--- src/rtl/mem_ctrl_pkg.sv ---
// mem_ctrl_pkg: shared op encodings, bus widths and FSM state type for the memory stage.
package mem_ctrl_pkg;
    localparam int RegBus = 32;
    localparam int RegAddrBus = 5;
    localparam int AluOpBus = 8;
    localparam logic [RegBus-1:0] ZeroWord = '0;
    localparam logic [AluOpBus-1:0] EXE_NOP_OP = 8'b00000000;
    localparam logic [AluOpBus-1:0] EXE_OR_OP  = 8'b00100101;
    localparam logic [AluOpBus-1:0] EXE_LB_OP  = 8'b11100000;
    localparam logic [AluOpBus-1:0] EXE_LH_OP  = 8'b11100001;
    localparam logic [AluOpBus-1:0] EXE_LW_OP  = 8'b11100011;
    localparam logic [AluOpBus-1:0] EXE_LBU_OP = 8'b11100100;
    localparam logic [AluOpBus-1:0] EXE_LHU_OP = 8'b11100101;
    localparam logic [AluOpBus-1:0] EXE_SB_OP  = 8'b11101000;
    localparam logic [AluOpBus-1:0] EXE_SH_OP  = 8'b11101001;
    localparam logic [AluOpBus-1:0] EXE_SW_OP  = 8'b11101011;
    typedef enum logic {IDLE, BUS} state_t;
endpackage

--- src/rtl/mem_align.sv ---
// mem_align: big-endian lane select, store replication and load extract/extension.
module mem_align
    import mem_ctrl_pkg::*;
(
    input  logic [AluOpBus-1:0] aluop,
    input  logic [1:0]          off,
    input  logic [RegBus-1:0]   sdata,
    input  logic [RegBus-1:0]   rdata,
    output logic                is_mem,
    output logic                is_load,
    output logic                misalign,
    output logic [3:0]          sel,
    output logic [RegBus-1:0]   wdata,
    output logic [RegBus-1:0]   ldata
);
    logic is_byte, is_half, is_word;
    logic [7:0] b;
    logic [15:0] h;
    assign is_byte = aluop inside {EXE_LB_OP, EXE_LBU_OP, EXE_SB_OP};
    assign is_half = aluop inside {EXE_LH_OP, EXE_LHU_OP, EXE_SH_OP};
    assign is_word = aluop inside {EXE_LW_OP, EXE_SW_OP};
    assign is_load = aluop inside {EXE_LB_OP, EXE_LBU_OP, EXE_LH_OP, EXE_LHU_OP, EXE_LW_OP};
    assign is_mem = is_byte | is_half | is_word;
    assign misalign = (is_half & off[0]) | (is_word & (off != 2'b00));
    assign sel = is_byte ? (4'b1000 >> off) : is_half ? (off[1] ? 4'b0011 : 4'b1100) :
                 is_word ? 4'b1111 : 4'b0000;
    assign wdata = is_byte ? {4{sdata[7:0]}} : is_half ? {2{sdata[15:0]}} : sdata;
    // byte offset 0 sits in bits 31:24, so shift right by 8*(3-off)
    assign b = 8'(rdata >> {~off, 3'b000});
    assign h = off[1] ? rdata[15:0] : rdata[31:16];
    assign ldata = aluop == EXE_LB_OP  ? {{24{b[7]}}, b} :
                   aluop == EXE_LBU_OP ? {24'b0, b} :
                   aluop == EXE_LH_OP  ? {{16{h[15]}}, h} :
                   aluop == EXE_LHU_OP ? {16'b0, h} :
                   aluop == EXE_LW_OP  ? rdata : ZeroWord;
endmodule

--- src/rtl/mem_ctrl.sv ---
// mem_ctrl: MEM pipeline stage driving a req/ack data bus with alignment checks and timeout.
module mem_ctrl
    import mem_ctrl_pkg::*;
#(
    parameter int TIMEOUT = 255
) (
    input  logic                  clk,
    input  logic                  rst,
    input  logic [RegAddrBus-1:0] ex_wd_i,
    input  logic                  ex_wreg_i,
    input  logic [RegBus-1:0]     ex_wdata_i,
    input  logic [AluOpBus-1:0]   ex_aluop_i,
    input  logic [RegBus-1:0]     ex_mem_addr_i,
    input  logic [RegBus-1:0]     ex_mem_data_i,
    output logic                  bus_req_o,
    output logic                  bus_we_o,
    output logic [RegBus-1:0]     bus_addr_o,
    output logic [3:0]            bus_sel_o,
    output logic [RegBus-1:0]     bus_wdata_o,
    input  logic [RegBus-1:0]     bus_rdata_i,
    input  logic                  bus_ack_i,
    output logic [RegAddrBus-1:0] wb_wd_o,
    output logic                  wb_wreg_o,
    output logic [RegBus-1:0]     wb_wdata_o,
    output logic                  stallreq_o,
    output logic                  exc_align_o,
    output logic                  bus_err_o
);
    state_t state;
    logic [7:0] cnt;
    logic [RegAddrBus-1:0] sv_wd;
    logic sv_wreg;
    logic [AluOpBus-1:0] sv_op;
    logic [1:0] sv_off;
    logic is_mem, is_load, misalign, timeout_hit;
    logic [3:0] sel;
    logic [RegBus-1:0] wdata, ldata;
    // in BUS the aligner decodes the captured op so the load can be extracted on ack
    mem_align u_align (
        .aluop   (state == IDLE ? ex_aluop_i : sv_op),
        .off     (state == IDLE ? ex_mem_addr_i[1:0] : sv_off),
        .sdata   (ex_mem_data_i),
        .rdata   (bus_rdata_i),
        .is_mem  (is_mem),
        .is_load (is_load),
        .misalign(misalign),
        .sel     (sel),
        .wdata   (wdata),
        .ldata   (ldata)
    );
    assign timeout_hit = cnt == 8'(TIMEOUT - 1);
    assign stallreq_o = rst ? 1'b0 : state == IDLE ? is_mem & ~misalign : ~bus_ack_i & ~timeout_hit;
    always_ff @(posedge clk) begin
        if (rst) begin
            state <= IDLE;
            cnt <= '0;
            bus_req_o <= 1'b0;
            bus_we_o <= 1'b0;
            bus_addr_o <= ZeroWord;
            bus_sel_o <= 4'b0000;
            bus_wdata_o <= ZeroWord;
            wb_wd_o <= '0;
            wb_wreg_o <= 1'b0;
            wb_wdata_o <= ZeroWord;
            exc_align_o <= 1'b0;
            bus_err_o <= 1'b0;
            sv_wd <= '0;
            sv_wreg <= 1'b0;
            sv_op <= EXE_NOP_OP;
            sv_off <= 2'b00;
        end else begin
            exc_align_o <= 1'b0;
            bus_err_o <= 1'b0;
            wb_wreg_o <= 1'b0;
            if (state == IDLE) begin
                if (!is_mem) begin
                    wb_wd_o <= ex_wd_i;
                    wb_wreg_o <= ex_wreg_i;
                    wb_wdata_o <= ex_wdata_i;
                end else if (misalign) begin
                    exc_align_o <= 1'b1;
                end else begin
                    state <= BUS;
                    cnt <= '0;
                    bus_req_o <= 1'b1;
                    bus_we_o <= ~is_load;
                    bus_addr_o <= {ex_mem_addr_i[31:2], 2'b00};
                    bus_sel_o <= sel;
                    bus_wdata_o <= wdata;
                    sv_wd <= ex_wd_i;
                    sv_wreg <= ex_wreg_i;
                    sv_op <= ex_aluop_i;
                    sv_off <= ex_mem_addr_i[1:0];
                end
            end else if (bus_ack_i) begin
                state <= IDLE;
                bus_req_o <= 1'b0;
                bus_we_o <= 1'b0;
                wb_wd_o <= sv_wd;
                wb_wreg_o <= is_load & sv_wreg;
                wb_wdata_o <= ldata;
            end else if (timeout_hit) begin
                state <= IDLE;
                bus_req_o <= 1'b0;
                bus_we_o <= 1'b0;
                bus_err_o <= 1'b1;
            end else begin
                cnt <= cnt + 8'd1;
            end
        end
    end
endmodule

--- config.mk ---
export PLATFORM = sky130hd
export DESIGN_NAME = mem_ctrl
export DESIGN_NICKNAME = d
export VERILOG_FILES = /design/src/rtl/mem_ctrl_pkg.sv /design/src/rtl/mem_align.sv /design/src/rtl/mem_ctrl.sv
export SDC_FILE = /design/constraint.sdc
export NUM_CORES = 1
export LEC_CHECK = 0
export CORE_ASPECT_RATIO = 0.8
export CORE_UTILIZATION = 44
export DETAILED_ROUTE_END_ITERATION = 7
export GPL_TIMING_DRIVEN = 0
export HOLD_SLACK_MARGIN = 0.12
export PLACE_DENSITY = 0.81
export SLEW_MARGIN = 10
export SYNTH_ARGS = -nofsm -noshare
export SYNTH_HDL_FRONTEND = slang
export SYNTH_SLANG_ARGS = --single-unit
export TNS_END_PERCENT = 10
--- constraint.sdc ---
create_clock -name clk -period 2.7 [get_ports clk]
set_input_delay 0.405 -clock clk [delete_from_list [all_inputs] [get_ports clk]]
set_output_delay 0.405 -clock clk [all_outputs]
set_load 0.02 [all_outputs]
==> results of run 1 <==
==> kinds of logic (layout without fill, tap and decap cells) <==
kind of cell / Yosys count / count (layout) / synth area share [%]
buf+inv: 84 / 372 / 6.14
compound gates: 243 / 243 / 27.6
xor+xnor: 6 / 6 / 0.827
simple gates: 253 / 253 / 18.1
other cells: 1 / 2 / 0.0590
flops: 133 / 133 / 41.9
fa+ha+maj: 2 / 2 / 0.394
mux: 29 / 29 / 5.04
==> synthesized netlist by cell type (9+ instances only) <==
| library cell | instances | area, um2 |
|---|---|---|
| dfxtp_1 | 133 | 2660 |
| nor2_1 | 72 | 270 |
| nand2_1 | 121 | 454 |
| o211ai_1 | 10 | 75.1 |
| o21ai_0 | 44 | 220 |
| a211oi_1 | 32 | 240 |
| inv_1 | 25 | 93.8 |
| mux2i_1 | 26 | 260 |
| buf_2 | 18 | 90.1 |
| clkbuf_1 | 30 | 113 |
| o22a_1 | 9 | 78.8 |
| a21oi_1 | 60 | 300 |
| nor3_1 | 9 | 45.0 |
| a22o_1 | 22 | 193 |
| nor2b_1 | 11 | 68.8 |
==> how the worst min path moves through the flow <==
| stage | from | endpoint | cells after the start |
|---|---|---|---|
| global placement | bus_addr_o[14] | bus_addr_o[14] | 2 |
| floorplan | sv_wd[3] | sv_wd[3] | 2 |
| CTS | ex_aluop_i[1] | sv_op[1] | 2 |
| global route | ex_aluop_i[1] | sv_op[1] | 2 |
| finish | ex_aluop_i[1] | sv_op[1] | 2 |
| detailed placement | sv_wd[3] | sv_wd[3] | 2 |
==> cell type report <==
cell class                 count  area share [%]
multi-input combinational    535            34.3
sequential                   133            27.3
timing repair buffer         258            26.3
clock buffer                  21            4.92
buffer                        57            2.97
tap                          180            2.31
clock inverter                11            1.03
inverter                      25           0.961
==> power breakdown <==
group	internal [mW]	total, mW	switching (mW)
combinational	0.383	0.718	0.335
clock	1.36	2.27	0.912
sequential	2.02	2.05	0.0292
==> state kept, by name, indices dropped and copies added (netlist names) <==
register / cells
cnt: 8
sv_op: 8
wb_wdata_o: 32
sv_wd: 5
state: 1
wb_wreg_o: 1
exc_align_o: 1
bus_we_o: 1
sv_wreg: 1
wb_wd_o: 5
bus_err_o: 1
bus_req_o: 1
bus_addr_o: 30
bus_sel_o: 4
bus_wdata_o: 32
sv_off: 2
==> through the flow <==
stage | instance area (um2) | hold WS [ns] | util (%) | power (mW)
floorplan | 6360 | 0.429 | - | 2.39
global placement | 9110 | 0.437 | 65.8 | 2.78
detailed placement | 9110 | 0.441 | 65.8 | 2.79
CTS | 9720 | 0.356 | 70.2 | 5.03
global route | 9760 | 0.373 | 70.6 | 5.18
finish | 9760 | 0.367 | 70.6 | 5.04
==> routing by layer <==
| metal | global-route usage, % | up-vias | part of all wire, % |
|---|---|---|---|
| met1 | 41.5 | 3150 | 47 |
| met4 | 9.13 | 0 | 2.3 |
| met3 | 7.19 | 36 | 6.9 |
| met2 | 44.3 | 261 | 44 |
| met5 | 0 | - | 0 |
| li1 | - | 3251 | - |
==> worst max-delay path, delay by kind of cell, from the launching register on <==
kind	cells	cell delay [ns]
flops	1	0.30
simple gates	2	0.48
compound gates	3	0.67
buf+inv	2	0.31
==> repair_timing <==
item,4_1_cts,5_1_grt
pin swaps,0,3
buffers inserted,1,5
resized for setup,11,3
setup endpoints to repair,1,1
==> metrics.md, run 1 <==
| Metric | Value |
|---|---|
| Status | complete, no violations |
| Lkg Pwr | 3.51 nW |
| Critical path cell sequence | buf_6 > and4bb_2 > nand2_4 > a21o_4 > o2bb2a_4 > a21oi_1 > buf_4 |
| GRT Residual Overflow | 0 |
| Final WL | 22200 um |
| CTS tree | done |
| Worst-Margin Slew | 0.636 ns |
| Number of max-cap violations | 0 |
| Vias/cell | 5.49 |
| Cell Area, Synth | 6350 um2 |
| Drt pass-1 iters | 4 |
| Reg clk slew, reported paths | 0.06 ns |
| First DRT Iteration DRCs | 557 |
| Total CTS buffers | 17 |
| Row Count | 38 |
| Most frequent cells in the layout | clkdlybuf4s50_1, dfxtp_1, nand2_1 |
| Yosys cell types | 68 |
| H-tree depth | 4 |
| IO Pins | 256 |
| Avg Inst Size Synth | 8.46 um2 |
| Number of port buffers | 252 |
| Initial antenna violation count | 0 |
| Max IR drop VDD | 0.000516 V |
| Vias in the first global route | 6172 |
| Clock buffer depth | 2 |
| Total track usage | 29.5% |
| First-pass GRT wire length | 33300 um |
| Cts hold-fix bufs | 0 |
| Worst Hold Class | in2reg |
| Largest net degree at the start of global routing | 20 |
| Layout Cells excl Fill | 1220 |
| Setup crit start | state |
| Reg2reg start | state |
| DIE AREA | 14900 um2 |
| FF/Latch Area | 2660 um2 |
| RSZ-0062 raised after global routing | false |
| Pwr dens | 516 nW/um2 |
| Worst R2R End | wb_wdata_o[28] |
| Setup tns final | 0 ns |
| Fin. max-slew vios | 0 |
| Clock skew | 0.00750 ns |
| Ys Warns | 0 |
| CP Launch Type | flop |
| Reg2reg setup slack | 0.24 ns |
| Crit path required time | 2.30 ns |
| Core Region | 13800 um2 |
| Root Buffer | clkbuf_16 |
| Asr flop ratio synth | 0% |
| Gpl congestion | 0.921 |
| Area delta synth->final | 53.7% |
| TritonCTS Sinks | 133 |
| Fmax | 384 MHz |
| DIE WIDTH | 136 um |
| Total Nets Final | 1174 |
| Hold Fails Final Rpt | 0 |
| Wirelength per Cell | 18.2 um |
| Diodes inserted | 0 |
| FF+latch count, synth | 133 |
| Antenna-violating nets left | 0 |
| Period utilization | 96.4% |
| Worst rel slew slack | 57.4% |
| Crit path to | stallreq_o |
| Clock Latency Late Sink | 0.43 ns |
| Critical Path AT | 2.20 ns |
| Max stage delay on crit path | 0.37 ns |
| Most common cell after layout, fill and taps aside | clkdlybuf4s50_1 |
| Die height | 109 um |
| Starting Density | 45.9% |
| Fraction of the yosys area taken by sequential cells | 41.9% |
| Final Critical Period | 2.60 ns |
| DR vias | 6698 |
| Post-synth EDFFs | 0 |
| # fillers | 1073 |
| Detailed-route DRC error count | 0 |
| Final HPWL DP | 16600 um |
| Pre-CTS WS | -0.818 ns |
| # setup viols final | 0 |
| Share of cells above drive strength 1 | 9.33% |
| Dominant synthesized flop cell | dfxtp_1 |
| CP endpoint kind | output port |
| Dpl cells | 1184 |
| Worst Slack Setup Final | 0.0969 ns |
| Setup CP Type | reg2out |
| CP Max Fanout | 11 |
| R2R depth | 9 |
| CP max stage cell | and4bb_2 |
| Synth Instances | 751 |
| Area occupied by multi-input gates | 3350 um2 |
No activity file was read; power rests on OpenSTA's default activity.
==> run 2, diff against run 1 <==
--- a/config.mk
+++ b/config.mk
@@ -10,7 +10,7 @@
 export DETAILED_ROUTE_END_ITERATION = 7
 export GPL_TIMING_DRIVEN = 0
 export HOLD_SLACK_MARGIN = 0.12
-export PLACE_DENSITY = 0.81
+export PLACE_DENSITY = 0.93
 export SLEW_MARGIN = 10
 export SYNTH_ARGS = -nofsm -noshare
 export SYNTH_HDL_FRONTEND = slang
==> metrics.md, run 2 (synthesis results as in run 1) <==
| Metric | Value |
|---|---|
| Root Buffer | clkbuf_16 |
| TritonCTS Sinks | 133 |
| DIE AREA | 14900 um2 |
| Die height | 109 um |
| Lkg Pwr | 3.55 nW |
| Share of cells above drive strength 1 | 9.51% |
| Dpl cells | 1184 |
| Total Nets Final | 1175 |
| # setup viols final | 0 |
| Critical Path AT | 2.24 ns |
| Cell-internal power | 3.80 mW |
| Max IR drop VDD | 0.000465 V |
| Switching share of power | 26.6% |
| GRT Residual Overflow | 0 |
| Final HPWL DP | 16800 um |
| Period utilization | 97.9% |
| Final WL | 23000 um |
| Most common cell after layout, fill and taps aside | clkdlybuf4s50_1 |
| NetSw | 1.38 mW |
| Total CTS buffers | 17 |
| Layout Cells excl Fill | 1224 |
| Tot Pwr | 5.18 mW |
| Antenna-violating nets left | 0 |
| Gpl congestion | 0.956 |
| CP top delay family | compound AO/OA/AOI/OAI gates |
| Crit path required time | 2.30 ns |
| Reg clk slew, reported paths | 0.07 ns |
| CP Max Fanout | 12 |
| Worst Hold Class | in2reg |
| Sequential Power Share | 39.5% |
| Max stage delay on crit path | 0.35 ns |
| Core Region | 13800 um2 |
| Clock skew | 0.00932 ns |
| Clock Latency Late Sink | 0.42 ns |
| Most frequent cells in the layout | clkdlybuf4s50_1, dfxtp_1, nand2_1 |
| Biggest registers after layout | bus_wdata_o (32), wb_wdata_o (32), bus_addr_o (30) |
| CP Launch Type | flop |
| Status | complete, no violations |
| Hold Fails Final Rpt | 0 |
| CTS tree | done |
| Number of port buffers | 252 |
| Critical path cell sequence | buf_8 > buf_6 > nand3b_1 > nand2_2 > a21o_4 > o2bb2a_4 > a21oi_1 > buf_4 |
| Vias/cell | 5.71 |
| Detailed-route DRC error count | 0 |
| Setup CP Type | reg2out |
| CP max stage cell | dfxtp_1 |
| DR vias | 6986 |
| H-tree depth | 4 |
| Hold_ws | 0.377 ns |
| CP endpoint kind | output port |
| Row Count | 38 |
| Buf/Inv on CP | 3 |
| Pwr dens | 527 nW/um2 |
| IO Pins | 256 |
| Initial antenna violation count | 2 |
| DIE WIDTH | 136 um |
| Worst rel slew slack | 57.9% |
| Drt pass-1 iters | 5 |
| Fmax | 378 MHz |
| Largest net degree at the start of global routing | 20 |
| Clock buffer depth | 2 |
| Wirelength per Cell | 18.8 um |
| Number of max-cap violations | 0 |
| Total track usage | 30.3% |
| Area delta synth->final | 54.6% |
| Combinational share of power | 14.1% |
| First DRT Iteration DRCs | 784 |
| Vias in the first global route | 6604 |
| First-pass GRT wire length | 34700 um |
| Worst-Margin Slew | 0.630 ns |
| Fin. max-slew vios | 0 |
| Final Critical Period | 2.64 ns |
| Starting Density | 45.9% |
| Clk network pwr share | 46.5% |
run 2: cell count changes in the layout (fill, tap and decap cells not counted), moves of 2 or more:
cell and delta:
diode_2 +3, inv_6 +6, clkbuf_8 -4, clkinv_2 -4, dlymetal6s2s_1 +2, clkdlybuf4s50_1 -2, inv_8 +2
run 2: final timing paths:
| path | slack, ns | end | startpoint | cells after the start |
|---|---|---|---|---|
| max | 0.06 | stallreq_o | state | 8 |
| min | 0.38 | sv_op[1] | ex_aluop_i[1] | 2 |
| max reg2reg | 0.12 | wb_wdata_o[28] | state | 9 |
| min reg2reg | 0.45 | bus_addr_o[28] | bus_addr_o[28] | 2 |
run 2: through the flow:
step | setup WS [ns] | TNS [ns] | area (um2) | util, %
4_1_cts | 0.0161 | 0 | 9750 | 70.5
5_1_grt | -0.0220 | -0.0220 | 9820 | 71.0
2_1_floorplan | 0.288 | 0 | 6360 | -
3_5_place_dp | -0.864 | -6.47 | 9110 | 65.8
3_3_place_gp | -0.835 | -2.65 | 9110 | 65.8
6_report | 0.0560 | 0 | 9820 | 71.0
run 2: per-layer routing:
metal / global-route usage (%) / vias to the layer above / share of wire (%)
met5: 0 / - / 0
met4: 12.3 / 0 / 2.7
met3: 8.39 / 53 / 9.3
met2: 47.3 / 388 / 47
met1: 39.4 / 3291 / 41
li1: - / 3254 / -
run 2: what timing repair did:
action,in CTS,in global routing
setup endpoints to repair,1,4
gates resized for setup,11,8
cloned,0,0
pin swaps,1,4
setup buffers,1,6
hold buffers,0,0
run 2: final cells by class:
cell class	instances	area, um2
Antenna cell	3	7.51
Buffer	57	295
Clock buffer	17	425
Clock inverter	15	185
Fill cell	978	4010
Inverter	25	93.8
Multi-Input combinational cell	535	3350
Sequential cell	133	2660
Tap cell	180	225
Timing Repair Buffer	259	2580
run 2: power by group through the flow:
stage | clock network [mW] | registers [mW] | logic, mW
4_1_cts | 2.41 | 2.04 | 0.710
6_report | 2.41 | 2.05 | 0.728
5_1_grt | 2.51 | 2.05 | 0.772
3_5_place_dp | 0 | 2.09 | 0.701
3_3_place_gp | 0 | 2.09 | 0.692
2_1_floorplan | 0 | 2.14 | 0.240
==> run 3, diff against run 2 <==
--- a/config.mk
+++ b/config.mk
@@ -11,6 +11,7 @@
 export GPL_TIMING_DRIVEN = 0
 export HOLD_SLACK_MARGIN = 0.12
 export PLACE_DENSITY = 0.93
+export SETUP_SLACK_MARGIN = 0.2
 export SLEW_MARGIN = 10
 export SYNTH_ARGS = -nofsm -noshare
 export SYNTH_HDL_FRONTEND = slang
==> metrics.md, run 3 (synthesis results as in run 1) <==
| Metric | Value |
|---|---|
| Setup CP Type | reg2out |
| CP top delay family | compound AO/OA/AOI/OAI gates |
| First-pass GRT wire length | 36100 um |
| # fillers | 953 |
| GRT Residual Overflow | 0 |
| IO Pins | 256 |
| NetSw | 1.39 mW |
| Max IR drop VDD | 0.000467 V |
| CP Launch Type | flop |
| Max stage delay on crit path | 0.36 ns |
| Clock skew | 0.00886 ns |
| Pwr dens | 524 nW/um2 |
| Worst Hold Class | in2reg |
| CTS tree | done |
| Layout Cells excl Fill | 1232 |
| Total track usage | 31.6% |
| Biggest registers after layout | bus_wdata_o (32), wb_wdata_o (32), bus_addr_o (30) |
| Combinational share of power | 14.3% |
| Wirelength per Cell | 19.3 um |
| Critical path cell sequence | nor2b_2 > nand4_4 > a21o_4 > o2bb2a_4 > buf_8 > a21oi_4 > buf_6 |
| Clk network pwr share | 46.4% |
| Switching share of power | 26.7% |
| Cell area after placement | 9110 um2 |
| CP Max Fanout | 6 |
| Detailed-route DRC error count | 0 |
| Area occupied by multi-input gates | 3390 um2 |
| # setup viols final | 0 |
| CP endpoint kind | output port |
| Worst rel slew slack | 58.4% |
| Drt pass-1 iters | 8 |
| Dpl cells | 1184 |
| Tot Pwr | 5.20 mW |
| Hold Fails Final Rpt | 0 |
| Final Critical Period | 2.57 ns |
| TritonCTS Sinks | 133 |
| Final Core Density | 71.8% |
| Share of cells above drive strength 1 | 11.2% |
| Clock Latency Late Sink | 0.42 ns |
| H-tree depth | 4 |
| Row Count | 38 |
| RSZ-0062 raised after global routing | true |
| Final HPWL DP | 16800 um |
| FF/Latch Area | 2660 um2 |
| Die height | 109 um |
| Area delta synth->final | 56.3% |
| Reg clk slew, reported paths | 0.06 ns |
| Sequential Power Share | 39.3% |
| Core Region | 13800 um2 |
| Starting Density | 45.9% |
| Root Buffer | clkbuf_16 |
| Antenna-violating nets left | 0 |
| Cell-internal power | 3.81 mW |
| Most common cell after layout, fill and taps aside | clkdlybuf4s50_1 |
| Final Cell Area | 9940 um2 |
| Worst Slack Setup Final | 0.127 ns |
| CP max stage cell | dfxtp_1 |
| Lkg Pwr | 3.59 nW |
| Final WL | 23800 um |
| First DRT Iteration DRCs | 770 |
| Status | complete, no violations |
| DR vias | 7134 |
| Cts hold-fix bufs | 0 |
| Most frequent cells in the layout | clkdlybuf4s50_1, dfxtp_1, nand2_1 |
| Vias in the first global route | 6834 |
| DIE AREA | 14900 um2 |
| Period utilization | 95.3% |
| Clock buffer depth | 2 |
| Total CTS buffers | 17 |
| Largest net degree at the start of global routing | 17 |
| Total Nets Final | 1184 |
| Worst-Margin Slew | 0.625 ns |
| Critical Path AT | 2.17 ns |
| Number of max-cap violations | 0 |
| Buf/Inv on CP | 2 |
| Initial antenna violation count | 2 |
| Pre-CTS WS | -0.864 ns |
| Crit path required time | 2.30 ns |
| Gpl congestion | 0.956 |
| Fin. max-slew vios | 0 |
| Number of port buffers | 252 |
| DIE WIDTH | 136 um |
| Fmax | 389 MHz |
| Vias/cell | 5.79 |
-- run 3: changes by cell type in the layout (fill, tap and decap cells not counted), sizes merged --
cell,before,now
buf,37,44
clkbuf,45,47
diode,3,2
dlygate4sd2,0,2
dlymetal6s2s,2,0
-- run 3: worst reg2reg max path: cells and delay by family, from the launching register on --
| kind | cells | cell delay [ns] |
|---|---|---|
| flops | 1 | 0.34 |
| compound gates | 3 | 0.59 |
| mux | 2 | 0.87 |
| buf+inv | 4 | 0.62 |
-- run 3: final timing paths --
path / depth (start not counted) / end / startpoint / slack, ns
worst max register to register: 9 / wb_wdata_o[28] / state / 0.18
worst min-delay path: 2 / sv_op[1] / ex_aluop_i[1] / 0.41
worst min register to register: 2 / bus_addr_o[3] / bus_addr_o[3] / 0.45
worst max-delay path: 7 / stallreq_o / sv_op[5] / 0.13
-- run 3: final cells by class --
type                       instances  share of cell area (%)
sequential                       133                    26.8
antenna                            2                  0.0504
tap                              180                    2.27
clock inverter                    15                    1.86
timing repair buffer             266                    26.4
multi-input combinational        535                    34.1
inverter                          25                   0.944
buffer                            59                    3.27
clock buffer                      17                    4.28
-- run 3: metrics by stage --
| stage | setup TNS (ns) | hold WS (ns) |
|---|---|---|
| 2_1_floorplan | 0 | 0.429 |
| 3_3_place_gp | -2.65 | 0.437 |
| 3_5_place_dp | -6.47 | 0.443 |
| 4_1_cts | 0 | 0.362 |
| 5_1_grt | 0 | 0.408 |
| 6_report | 0 | 0.406 |
-- run 3: what timing repair did --
item | 4_1_cts | 5_1_grt
buffers inserted | 10 | 4
resized for setup | 22 | 28
endpoints found under the setup margin | 1 | 49
pin swaps | 5 | 8
-- run 3: layer usage --
layer / routed length [um] / vias up / global-route usage, %
met5: 0 / - / 0
met3: 2340 / 85 / 9.91
met2: 10900 / 426 / 48.8
li1: - / 3279 / -
met4: 896 / 0 / 15.5
met1: 9650 / 3344 / 39.9
-- run 3: power by group through the flow --
stage	registers [mW]	logic [mW]	clock network [mW]
detailed placement	2.09	0.701	0
floorplan	2.14	0.240	0
finish	2.05	0.746	2.41
global route	2.05	0.788	2.51
CTS	2.04	0.718	2.41
global placement	2.09	0.692	0
